## src/rtl/data_sram_like_slave_if.sv

```systemverilog
`default_nettype none
// ----------------------------------------------------------------------------
// data_sram_like_slave_if
// Initiator-side SRAM-like request/response bus plus the synchronous SRAM port.
// Revision: 1.0
// ----------------------------------------------------------------------------
interface data_sram_like_slave_if;
  logic        data_req;
  logic        data_wr;
  logic [1:0]  data_size;
  logic [31:0] data_addr;
  logic [31:0] data_wdata;
  logic [31:0] data_rdata;
  logic        data_addr_ok;
  logic        data_data_ok;
  logic        sram_en;
  logic [3:0]  sram_wen;
  logic [31:0] sram_addr;
  logic [31:0] sram_wdata;
  logic [31:0] sram_rdata;

  modport slave (
    input  data_req, data_wr, data_size, data_addr, data_wdata, sram_rdata,
    output data_rdata, data_addr_ok, data_data_ok,
           sram_en, sram_wen, sram_addr, sram_wdata
  );

  modport master (
    output data_req, data_wr, data_size, data_addr, data_wdata, sram_rdata,
    input  data_rdata, data_addr_ok, data_data_ok,
           sram_en, sram_wen, sram_addr, sram_wdata
  );
endinterface
`default_nettype wire

```

## src/rtl/data_sram_like_slave.sv

```systemverilog
`default_nettype none
// ----------------------------------------------------------------------------
// data_sram_like_slave
// SRAM-like slave: two-deep in-order request queue in front of a synchronous SRAM.
// Revision: 1.0
// ----------------------------------------------------------------------------
module data_sram_like_slave #(
  parameter int LATENCY = 1,
  parameter int DEPTH   = 2
) (
  input logic                   clk,
  input logic                   resetn,
  data_sram_like_slave_if.slave bus
);

  localparam logic [2:0] c_lat   = 3'(LATENCY);
  localparam logic [1:0] c_depth = 2'(DEPTH);

  logic [1:0]  r_count;
  logic        r_head;
  logic        r_wr   [2];
  logic [2:0]  r_age  [2];
  logic [31:0] r_data [2];
  logic        r_dv   [2];

  logic        w_accept;
  logic        w_pop;
  logic        w_tail;
  logic [3:0]  w_wen;
  logic [31:0] w_head_rd;

  // Occupancy is sampled before any same-cycle pop, so a full queue never passes through.
  assign bus.data_addr_ok = bus.data_req & (r_count < c_depth) & ~resetn;
  assign w_accept         = bus.data_req & bus.data_addr_ok;
  assign w_tail           = r_head ^ r_count[0];
  assign w_pop            = (r_count != 2'd0) & (r_age[r_head] >= (c_lat - 3'd1)) & ~resetn;

  assign bus.sram_en    = w_accept;
  assign bus.sram_wen   = w_wen;
  assign bus.sram_addr  = {bus.data_addr[31:2], 2'b00};
  assign bus.sram_wdata = bus.data_wdata;

  always_comb begin
    w_wen = 4'b0000;
    if (w_accept && bus.data_wr) begin
      case (bus.data_size)
        2'b00:   w_wen = 4'b0001 << bus.data_addr[1:0];
        2'b01:   w_wen = bus.data_addr[1] ? 4'b1100 : 4'b0011;
        2'b10:   w_wen = 4'b1111;
        default: w_wen = 4'b0000;
      endcase
    end
  end

  // Single-cycle latency completes while the SRAM output is still live, so bypass it.
  assign w_head_rd = (c_lat == 3'd1) ? bus.sram_rdata
                                     : (r_dv[r_head] ? r_data[r_head] : 32'd0);

  assign bus.data_data_ok = w_pop;
  assign bus.data_rdata   = (w_pop && !r_wr[r_head]) ? w_head_rd : 32'd0;

  always_ff @(posedge clk or posedge resetn) begin
    if (resetn) begin
      r_count <= 2'd0;
      r_head  <= 1'b0;
      for (int i = 0; i < 2; i++) begin
        r_wr[i]   <= 1'b0;
        r_age[i]  <= 3'd0;
        r_data[i] <= 32'd0;
        r_dv[i]   <= 1'b0;
      end
    end else begin
      for (int i = 0; i < 2; i++) begin
        if (r_age[i] < c_lat) begin
          r_age[i] <= r_age[i] + 3'd1;
        end
        if (r_age[i] == 3'd0) begin
          r_data[i] <= bus.sram_rdata;
          r_dv[i]   <= 1'b1;
        end
      end
      // The tail slot is always free when accepting, so these override the loop above.
      if (w_accept) begin
        r_wr[w_tail]  <= bus.data_wr;
        r_age[w_tail] <= 3'd0;
        r_dv[w_tail]  <= 1'b0;
      end
      r_count <= r_count + 2'(w_accept) - 2'(w_pop);
      r_head  <= r_head ^ w_pop;
    end
  end

endmodule
`default_nettype wire

```

## src/flat_wrapper.sv

```systemverilog
// flat-port wrapper written by rule: the top's interface ports become plain ports
module data_sram_like_slave_flat 
#(
  parameter int LATENCY = 1,
  parameter int DEPTH   = 2
)
  (clk, resetn, bus_data_req, bus_data_wr, bus_data_size, bus_data_addr, bus_data_wdata, bus_sram_rdata, bus_data_rdata, bus_data_addr_ok, bus_data_data_ok, bus_sram_en, bus_sram_wen, bus_sram_addr, bus_sram_wdata);
  data_sram_like_slave_if bus_i ();
  input logic clk;
  input logic resetn;
  input wire logic [$bits(bus_i.data_req)-1:0] bus_data_req;
  input wire logic [$bits(bus_i.data_wr)-1:0] bus_data_wr;
  input wire logic [$bits(bus_i.data_size)-1:0] bus_data_size;
  input wire logic [$bits(bus_i.data_addr)-1:0] bus_data_addr;
  input wire logic [$bits(bus_i.data_wdata)-1:0] bus_data_wdata;
  input wire logic [$bits(bus_i.sram_rdata)-1:0] bus_sram_rdata;
  output wire logic [$bits(bus_i.data_rdata)-1:0] bus_data_rdata;
  output wire logic [$bits(bus_i.data_addr_ok)-1:0] bus_data_addr_ok;
  output wire logic [$bits(bus_i.data_data_ok)-1:0] bus_data_data_ok;
  output wire logic [$bits(bus_i.sram_en)-1:0] bus_sram_en;
  output wire logic [$bits(bus_i.sram_wen)-1:0] bus_sram_wen;
  output wire logic [$bits(bus_i.sram_addr)-1:0] bus_sram_addr;
  output wire logic [$bits(bus_i.sram_wdata)-1:0] bus_sram_wdata;
  assign bus_i.data_req = bus_data_req;
  assign bus_i.data_wr = bus_data_wr;
  assign bus_i.data_size = bus_data_size;
  assign bus_i.data_addr = bus_data_addr;
  assign bus_i.data_wdata = bus_data_wdata;
  assign bus_i.sram_rdata = bus_sram_rdata;
  assign bus_data_rdata = bus_i.data_rdata;
  assign bus_data_addr_ok = bus_i.data_addr_ok;
  assign bus_data_data_ok = bus_i.data_data_ok;
  assign bus_sram_en = bus_i.sram_en;
  assign bus_sram_wen = bus_i.sram_wen;
  assign bus_sram_addr = bus_i.sram_addr;
  assign bus_sram_wdata = bus_i.sram_wdata;
  data_sram_like_slave #(.LATENCY(LATENCY), .DEPTH(DEPTH)) u_core (.clk(clk), .resetn(resetn), .bus(bus_i));
endmodule
```

## config.mk

```make
export PLATFORM = sky130hd
export DESIGN_NAME = data_sram_like_slave_flat
export DESIGN_NICKNAME = d
export VERILOG_FILES = /design/src/rtl/data_sram_like_slave_if.sv /design/src/rtl/data_sram_like_slave.sv /design/src/flat_wrapper.sv
export SDC_FILE = /design/constraint.sdc
export NUM_CORES = 1
export LEC_CHECK = 0
export BUFFER_PORTS_ARGS = -buffer_cell sky130_fd_sc_hd__buf_2
export CAP_MARGIN = 20
export CORE_AREA = 2 2 79 81
export CTS_CLUSTER_SIZE = 25
export DETAILED_ROUTE_END_ITERATION = 12
export DIE_AREA = 0 0 81 83
export SLEW_MARGIN = 20
export SYNTH_ARGS = -nofsm -noshare
export SYNTH_HDL_FRONTEND = slang
export SYNTH_SLANG_ARGS = --single-unit
```

## constraint.sdc

```tcl
create_clock -name clk -period 1.65 [get_ports clk]
set_input_delay 0.0825 -clock clk [delete_from_list [all_inputs] [get_ports clk]]
set_output_delay 0.0825 -clock clk [all_outputs]
set_load 0.1 [all_outputs]
```

==> metrics.cfg <==
[worst_hold_path]
worstHoldStart=bus_data_wr
min_path_cells=2
hold_class=primary input to flip-flop
hold_end=u_core.r_wr[0]$_DFFE_PP0P_

[status]
violations=setup timing
status=finished with violations

[clock_network]
htree_levels=1
cts_buffers=3
cts_tree=built
root_buffer=clkbuf_8
path_clk_slew_ns=0.04
clk_path_buf_depth=2
clkLatencyLatePin_ns=0.22
cts_num_sinks=5

[cells_and_area]
drive_gt1_share_pct=86.4
nNetsFinal=274
diodes=0
regArea_um2=128
final_area_mm2=0.00204
fillerInstances=573
multiInputGateArea_um2=593
synthToLayoutAreaGrowth_pct=97.2
stdcell_count=244

[worst_setup_path]
critical_path.endpoint_type=output port
r2r-end=u_core.r_count[1]$_DFF_PP0_
r2r_slack_ns=-0.02
crit_path_max_fanout=8
start_kind=flip-flop
arrival_ns=1.63
worstPathRequired_ns=1.57
r2r_start=u_core.r_count[1]$_DFF_PP0_
reg2regPathDepth=8
crit_path_start=u_core.r_head$_DFF_PP0_
setup.worst_path.class=flip-flop to output port

[power]
power_density_mw_per_mm2=2130
ir_drop_mv=0.793
p_leak_nw=0.933

[yosys]
synth_top_area_cell=buf_4
synthXorXnorAreaFrac_pct=3.38
yosys-top-cells-count=buf_4, and2_1, inv_1
synth_simple_gate_area_share_pct=25.1
syn-cell-area_mm2=0.00104
yosysWarnings=0
synth_compound_area_share_pct=4.83
synthMostInstantiatedCell=buf_4
muxShareOfSynthArea_pct=2.17
synth_top_family_by_area=buffers and inverters
synth.area.top_cells=buf_4, and2_1, dfrtp_1
yosysTopAreaCellShare_pct=46.4
ys_ff_latch=5
synth_flop_cell=dfrtp_1
yosysSeqAreaShare_pct=12.1
synth_cell_types=22
synth_fa_ha_area_share_pct=2.42
synth_edf_count=0
synthCells=137
async_reset_ff_share_pct=100
synth_area_per_cell_um2=7.56

[placed_design]
place_area_mm2=0.00176
numPortBuffers=78
routabilityCongestion=0.664
dpl_worst_slack_ns=0.0763
dp_hpwl_mm=2.57
dp.cells=229

[routing]
drtAntennaViolNets=0
first_iter_violations=6
drc=0
wl_mm=3.30
vias=924
avgRoutedWirePerCell_um=13.5
routed_via_density=3.79
dr.pass1.iters=4

[die]
fp.dieW_um=81
die_y_um=83
start_util_pct=17.8
ios=205
core_mm2=0.00582
std_cell_rows=28
die_area_mm2=0.00672

[sta]
clock.fmax_ghz=0.583
finalClockSkew_ns=0.00353
finalSetupViolations=36
rsz0062_at_grt=true
worst_slack_ns=-0.0665
slew_viol_final=0
period_needed_ns=1.72
whs_ns=0.160
finalCritPeriodShare_pct=104
finalHoldViolations=0

[run]
maxCapViolations=0

[global_routing]
antenna_found_initial=0
grt_max_degree=17
grt_pass1_vias=973
grt_pass1_wl_mm=4.67
grt_overflow=0
grt_usage_pct=8.98

critical path, cell delays in order (launching register included):
cell and delay [ns]:
dfrtp_2 0.40, buf_6 0.13, a211oi_4 0.27, buf_6 0.16, clkbuf_16 0.14, and2_4 0.14
buf_12 0.16
stage by stage:
| stage | setup TNS (ns) | util [%] | power (mW) |
|---|---|---|---|
| finish | -1.76 | 35.1 | 4.35 |
| global route | -4.99 | 35.1 | 4.52 |
| CTS | -2.50 | 33.7 | 4.19 |
| detailed placement | 0 | 30.2 | 3.53 |
| global placement | 0 | 30.2 | 3.49 |
| floorplan | -4.26 | - | 3.05 |
flip-flops by register name, indices dropped and copies added (netlist names):
| name | flops |
|---|---|
| u_core.r_head | 1 |
| u_core.r_wr | 2 |
| u_core.r_count | 2 |
worst max-delay path by stage:
stage / slack (ns) / end
final: -0.07 / bus_data_rdata[1]
after global routing: -0.15 / bus_data_rdata[23]
after CTS: -0.1 / bus_data_rdata[15]
after detailed placement: 0.08 / bus_data_rdata[15]
after global placement: 0.11 / u_core.r_wr[1]$_DFFE_PP0P_
after floorplan: -0.70 / u_core.r_count[1]$_DFF_PP0_
logic make-up after synthesis:
kind of cell,Yosys count
simple gates,42
mux,2
other cells,1
fa+ha+maj,2
xor+xnor,4
flops,5
buf+inv,73
compound gates,8
metal layers:
| layer | wire (µm) | part of all wire, % | up-vias | GRT usage, % |
|---|---|---|---|---|
| li1 | - | - | 422 | - |
| met1 | 926 | 28 | 414 | 7.34 |
| met2 | 1870 | 57 | 70 | 17.1 |
| met3 | 414 | 13 | 18 | 4.24 |
| met4 | 82 | 2.5 | 0 | 4.47 |
| met5 | 0 | 0 | - | 0 |
cell usage in the layout, fill, tap and decap left out, types with 3 or more instances in the layout:
master	instances
dfrtp_1	3
buf_12	38
buf_2	41
clkbuf_8	3
buf_6	6
buf_4	5
inv_1	5
and2_4	32
report_power, final:
group	switching [mW]	total (mW)	internal, mW
registers	0.0687	0.264	0.196
clock network	0.0604	0.226	0.166
logic	2.24	3.86	1.62
total	2.37	4.35	1.98
layout make-up:
class	count	area share (%)
repair buffers	94	56.8
multi-input cells	60	29.0
flip-flops and latches	5	6.25
well taps	75	4.59
clock buffers	4	2.20
inverters	6	1.10
timing repair:
action | in CTS | in global routing
gates cloned | 2 | 1
endpoints found under the hold margin | 5 | 0
buffers inserted | 5 | 3
gates resized for setup | 37 | 9
pin swaps | 9 | 30
hold buffers | 1 | 0
setup endpoints to repair | 32 | 38
No activity file was read; power rests on OpenSTA's default activity.
